<file path="src/rtl/sar_search_ctrl.sv">
// Successive-approximation search controller: drives `trial` into a magnitude
// comparator and recovers the hidden operand MSB-first. Optional SAR_ONEHOT_CHECK_EN.
module sar_search_ctrl #(
  parameter int WIDTH  = 4,
  parameter int SETTLE = 0
) (
  input  logic             clk,
  input  logic             rst,
  input  logic             start,
  input  logic             cmp_gt,
  input  logic             cmp_eq,
  input  logic             cmp_lt,
  output logic [WIDTH-1:0] trial,
  output logic             busy,
  output logic             done,
  output logic [WIDTH-1:0] result,
  output logic             found,
  output logic             err
);

  localparam int BW = $clog2(WIDTH);
  localparam int CW = (SETTLE > 0) ? $clog2(SETTLE + 1) : 1;

  typedef enum logic [1:0] {IDLE, TEST, VERIFY, DONE} state_t;

  state_t           state, state_n;
  logic [WIDTH-1:0] acc, acc_n, acc_upd, next_bit, trial_n, result_n;
  logic [BW-1:0]    bitidx, bitidx_n, bitidx_m1;
  logic [CW-1:0]    wait_cnt, wait_n;
  logic             found_n, err_q, err_n;
  logic             sample, flag_bad;

  // Flags are only trusted on the last cycle of a compare window.
  assign sample = (wait_cnt == CW'(SETTLE));

`ifdef SAR_ONEHOT_CHECK_EN
  assign flag_bad = !(({cmp_gt, cmp_eq, cmp_lt} == 3'b100) ||
                      ({cmp_gt, cmp_eq, cmp_lt} == 3'b010) ||
                      ({cmp_gt, cmp_eq, cmp_lt} == 3'b001));
`else
  assign flag_bad = 1'b0;
`endif

  assign busy = (state == TEST) || (state == VERIFY);
  assign done = (state == DONE);
  assign err  = err_q;

  always_comb begin
    state_n   = state;
    acc_n     = acc;
    bitidx_n  = bitidx;
    wait_n    = wait_cnt;
    trial_n   = trial;
    result_n  = result;
    found_n   = found;
    err_n     = err_q;
    bitidx_m1 = bitidx - BW'(1);
    next_bit  = '0;
    next_bit[bitidx_m1] = 1'b1;
    // No flags at all falls through to the lt behaviour (acc unchanged).
    acc_upd   = cmp_gt ? trial : acc;

    case (state)
      IDLE: begin
        if (start) begin
          state_n  = TEST;
          acc_n    = '0;
          bitidx_n = BW'(WIDTH - 1);
          wait_n   = '0;
          trial_n  = '0;
          trial_n[WIDTH-1] = 1'b1;
          result_n = '0;
          found_n  = 1'b0;
          err_n    = 1'b0;
        end
      end
      TEST: begin
        if (!sample) begin
          wait_n = wait_cnt + CW'(1);
        end else if (flag_bad) begin
          err_n    = 1'b1;
          found_n  = 1'b0;
          result_n = trial;
          wait_n   = '0;
          state_n  = DONE;
        end else if (cmp_eq) begin
          result_n = trial;
          found_n  = 1'b1;
          wait_n   = '0;
          state_n  = DONE;
        end else begin
          acc_n  = acc_upd;
          wait_n = '0;
          if (bitidx != '0) begin
            bitidx_n = bitidx_m1;
            trial_n  = acc_upd | next_bit;
          end else begin
            trial_n = acc_upd;
            state_n = VERIFY;
          end
        end
      end
      VERIFY: begin
        if (!sample) begin
          wait_n = wait_cnt + CW'(1);
        end else begin
          wait_n  = '0;
          state_n = DONE;
          if (flag_bad) begin
            err_n    = 1'b1;
            found_n  = 1'b0;
            result_n = trial;
          end else begin
            result_n = acc;
            found_n  = cmp_eq;
          end
        end
      end
      DONE: begin
        state_n = IDLE;
      end
      default: begin
        state_n = IDLE;
      end
    endcase
  end

  always_ff @(posedge clk) begin
    if (rst) begin
      state <= IDLE;
    end else begin
      state <= state_n;
    end
  end

  always_ff @(posedge clk) begin
    if (rst) begin
      acc      <= '0;
      bitidx   <= '0;
      wait_cnt <= '0;
      trial    <= '0;
      result   <= '0;
      found    <= 1'b0;
      err_q    <= 1'b0;
    end else begin
      acc      <= acc_n;
      bitidx   <= bitidx_n;
      wait_cnt <= wait_n;
      trial    <= trial_n;
      result   <= result_n;
      found    <= found_n;
      err_q    <= err_n;
    end
  end

endmodule

</file>
<file path="config.mk">
export PLATFORM = sky130hd
export DESIGN_NAME = sar_search_ctrl
export DESIGN_NICKNAME = d
export VERILOG_FILES = /design/src/rtl/sar_search_ctrl.sv
export SDC_FILE = /design/constraint.sdc
export NUM_CORES = 1
export LEC_CHECK = 0
export CORE_AREA = 2 2 47 49
export DETAILED_ROUTE_END_ITERATION = 7
export DIE_AREA = 0 0 49 51
export GPL_TIMING_DRIVEN = 1
export PLACE_DENSITY = 0.74
export SKIP_CTS_REPAIR_TIMING = 1
export SYNTH_ARGS = -nofsm -noshare
export SYNTH_HDL_FRONTEND = slang
export SYNTH_SLANG_ARGS = --single-unit
export TNS_END_PERCENT = 5
</file>
<file path="constraint.sdc">
create_clock -name clk -period 1.9 [get_ports clk]
set_input_delay 0.38 -clock clk [delete_from_list [all_inputs] [get_ports clk]]
set_output_delay 0.38 -clock clk [all_outputs]
set_load 0.005 [all_outputs]
</file>
# Word level (Yosys, flattened, before mapping)
# Cells that the tools add are included.
# totals
register_bits	18
in_bits	6
output_inout_bits	12
# op_classes
n_addsub	2
magnitude_cmp	2
n_eq_ne	10
n_mux	34
bitwise_logic	1
n_reduce_logical	13
# op_table
op	count
$mux 4	11
$mux 2	9
$pmux 4 s2	2
$pmux 4 s3	1
$ne 2x2->1 const B	5
$reduce_and 5->1	2
$pmux 2 s4	1
$reduce_and 4->1	2
$mux 1	6
$reduce_bool 2->1	3
$eq 2x2->1 const B	2
$or 4x4->4	1
$pmux 2 s2	1
$lt 2x3->1 const B	1
$ne 3x3->1 const B	1
$pmux 1 s3	1
$reduce_bool 3->1	1
$demux 1 s2	1
$eq 2x1->1 const B	1
$ge 2x1->1 const B	1
$logic_not 2->1	1
$ne 2x1->1 const B	1
$pmux 1 s2	1
$reduce_and 2->1	1
5 further kinds	5

# Logic depth before layout (Yosys ltp)
# depth
depth_word	10
mapped_depth	7
mapped_depth_nobuf	6

# Worst setup path before layout
# Ideal clock, no wire load.
# synth_path
path_kind	register to register
from	register state[0]
to	register acc[0]
setup_time_ps	59
arrival_ps	1499
slack_ps	342
stages_incl_launch_ff	7
n_path_buf	0
cell_sequence	dfxtp_1 inv_1 ha_1 nor2b_4 or3b_4 nor3_4 a22o_1
# synth_via
elab_chain_cells	3
elab_cells_between_ends	8
cone_classes	4 x eq/ne; 1 x mux; 3 x reduce/logical
# synth_lines
element	line_no	source
from (decl)	26	state_t state, state_n;
from (signal assigned)	132	state <= state_n;
$eq 2x1->1 or $logic_not 2->1 (tied branches)	63	case (state)
$ne 2x2->1 (no source line) or $reduce_bool 2->1 (tied branches)	--	
$reduce_and 4->1 (no source line)	--	
to (signal assigned)	146	acc <= acc_n;
to (decl)	27	logic [WIDTH-1:0] acc, acc_n, acc_upd, next_bit, trial_n, result_n;
# Several ways; a longest one is shown, not always the timed one.
# A chain may end at the register's enable or synchronous reset.

# Worst setup path in the final report
# layout_path
from	register state[1]
to	output port done
# layout_via
elab_chain_cells	1
# layout_lines
element	line_no	source
$eq 2x2->1	45	assign done = (state == DONE);
to (decl)	15	output logic done,
# No other way between the ends.

==> flow_summary.ini <==
[routing]
viasPerCell = 5.36
drt_iter0_drc = 3
drtPass1Iterations = 4
routed_wl_um = 1910
drc = 0
ant_nets = 0
routedWlPerCell_um = 12.4
vias = 825

[global_routing]
grt_pass1_wl_um = 3240
grtUsageTotal = 0.164
grt_pass1_vias = 766
grt.overflow.total = 0
grt_max_degree = 13
antenna_found_initial = 0

[synth]
ys_ff_latch = 17
synth_adder_area_share = 0.107
syn_avg_cell_area_um2 = 8.75
netlist_instances = 107
synthArstFlopShare = 0
synthSimpleGateAreaFrac = 0.214
synthFlopType = dfxtp_1
synth_top_family_by_area = simple AND/OR/NAND/NOR gates
syn_area_um2 = 936
synth_edf_count = 0
synth_nets = 121
synth_compound_gate_area_share = 0.210
ys_seq_area_frac = 0.364
synthXorXnorAreaFrac = 0
muxShareOfSynthArea = 0.0548
synth_cell_types = 28
synth_warnings = 0

[cells_and_area]
final_cell_count_no_fill = 154
post-route-util = 0.572
nFillCells = 211
final_nets = 141
drive_gt1_frac = 0.151
syn_to_final_growth_pct = 26.1
antenna_cells = 0

[timing]
clock.fmax_mhz = 569
hold_viol = 0
period_share = 0.925
period_minus_slack_ns = 1.76
worst_clock_skew_ns = 0.00316
setup_slack_ns = 0.143
slew_violations = 0
rsz0062_at_grt = false
setup_viol = 0

[worst_setup_path]
required_ns = 1.52
r2r_start = state[0]
cp_max_fo = 5
path_cells = ha_1 -> clkdlybuf4s50_1
r2r_setup_slack_ns = 0.26
worst_setup_path_end_kind = output port
cp_top_family = buffers and inverters
cpPeakStageDelay_ns = 0.51
path_class = reg2out
rr_worst_depth = 5
r2r-end = acc[3]
startpoint = state[1]
cp_slowest_cell = clkdlybuf4s50_1
cp.arrival_ns = 1.38
cp_num_buf_inv = 1
crit_path_start_kind = flip-flop

[pwr]
p_int_w = 0.000904
power_density_mw_per_mm2 = 1290
sw_frac_of_total = 0.404
p_leak_nw = 0.473
combPwrFrac = 0.542
p_sw_w = 0.000612
power_w = 0.00152
ir_drop_mv = 0.734
seqPwrFrac = 0.331
p_clk_frac = 0.126

[floorplanning]
die_w_um = 49
placementRows = 17
start_util = 0.454
dieArea_mm2 = 0.00250
num_io_pins = 18
die_h_um = 51
fp.coreArea_mm2 = 0.00206

[clocking]
tritoncts = yes
clk-insertion-delay-late_ns = 0.29
clockBufferDepth = 2
clk_pin_slew_ns = 0.10
cts-root-buf = clkbuf_4
htree_levels = 1
clock_sinks = 17
cts_made_buffers = 3

[worst_hold_path]
hold_class = reg2reg
min-delay-start = found
holdPathStages = 2
hold-path-endpoint = found

[place]
dp_hpwl_um = 1440
io_buffers = 15
gp_congestion = 0.813
place_ws_ns = 0.0667
dp.cells = 149

[run_status]
outcome = complete, no violations

[run]
cap_violations = 0
-- cell usage after synthesis (2+ instances only) --
cell type   n  share of area
nand2_1    10          0.040
o21ai_0     5          0.027
a21oi_1    10          0.053
ha_1        8           0.11
nor3_1      2          0.011
nand3_1     8          0.043
dfxtp_1    17           0.36
buf_2       2          0.011
o22ai_1     2          0.013
and2_1      2          0.013
a211oi_1    3          0.024
a22o_1      8          0.075
inv_1       6          0.024
nor2_1      7          0.028
mux2i_1     4          0.043
-- power by group through the flow --
stage | Sequential (W) | Clock (W) | Combinational [W]
finish | 0.000503 | 0.000192 | 0.000822
global route | 0.000515 | 0.000220 | 0.000930
CTS | 0.000492 | 0.000199 | 0.000779
detailed placement | 0.000501 | 0 | 0.000776
global placement | 0.000494 | 0 | 0.000754
floorplan | 0.000485 | 0 | 0.000539
-- cell usage in the layout, fill, tap and decap left out, types with 2 or more instances in the layout --
master,synthesis,final
a22o_1,8,8
nand3_1,8,8
a211oi_1,3,3
dfxtp_1,17,15
nand2_1,10,10
nor3_1,2,2
clkdlybuf4s50_1,0,14
ha_1,8,7
dfxtp_4,0,2
nor2_1,7,7
inv_2,0,2
buf_4,1,4
o21ai_0,5,5
clkbuf_4,0,3
and2_1,2,2
o22ai_1,2,2
a21oi_1,10,10
mux2i_1,4,4
inv_1,6,4
-- how the worst max path moves through the flow --
stage               cells after the start      to
finish                                  2    done
global route                            2    done
CTS                                     3    busy
detailed placement                      4  acc[3]
global placement                        4  acc[3]
floorplan                               6  acc[0]
-- layout make-up --
cell class                      count  area (um2)  share of cell area
Timing Repair Buffer               19         183               0.155
Clock buffer                        3        22.5              0.0191
Sequential cell                    17         348               0.295
Tap cell                           28        35.0              0.0297
Multi-Input combinational cell     80         564               0.478
Inverter                            6        22.5              0.0191
Clock inverter                      1        5.00             0.00424
-- sequential cells by signal, summed over array words and instances, names as in the netlist --
| register | cells |
|---|---|
| trial | 4 |
| found | 1 |
| bitidx | 2 |
| result | 4 |
| acc | 4 |
| state | 2 |
-- metal layers --
layer / track usage / share of wire
met1: 0.193 / 0.48
met3: 0.0292 / 0.034
met5: 0 / 0
met2: 0.297 / 0.48
met4: 0.0619 / 0.0084
-- kinds of logic (layout without fill, tap and decap cells) --
family          after synthesis  count (layout)
compound gates               30              30
simple gates                 36              36
buf+inv                      10              29
flops                        17              17
fa+ha+maj                     8               8
other cells                   1               1
mux                           5               5
-- per-stage QoR --
| stage | hold slack [ns] | setup TNS, ns | instance area [um2] |
|---|---|---|---|
| 2_1_floorplan | 0.448 | 0 | 936 |
| 3_3_place_gp | 0.439 | 0 | 1120 |
| 3_5_place_dp | 0.444 | 0 | 1120 |
| 4_1_cts | 0.459 | -0.147 | 1150 |
| 5_1_grt | 0.491 | 0 | 1180 |
| 6_report | 0.455 | 0 | 1180 |
-- tightest hold or removal path, delay by kind of cell (launching register included) --
kind,cells,cell delay (ns)
AOI/OAI and AO/OA,1,0.05
DFF,1,0.32
and+or+nand+nor,1,0.05
Note: power is estimated with default switching activity, not from simulation.
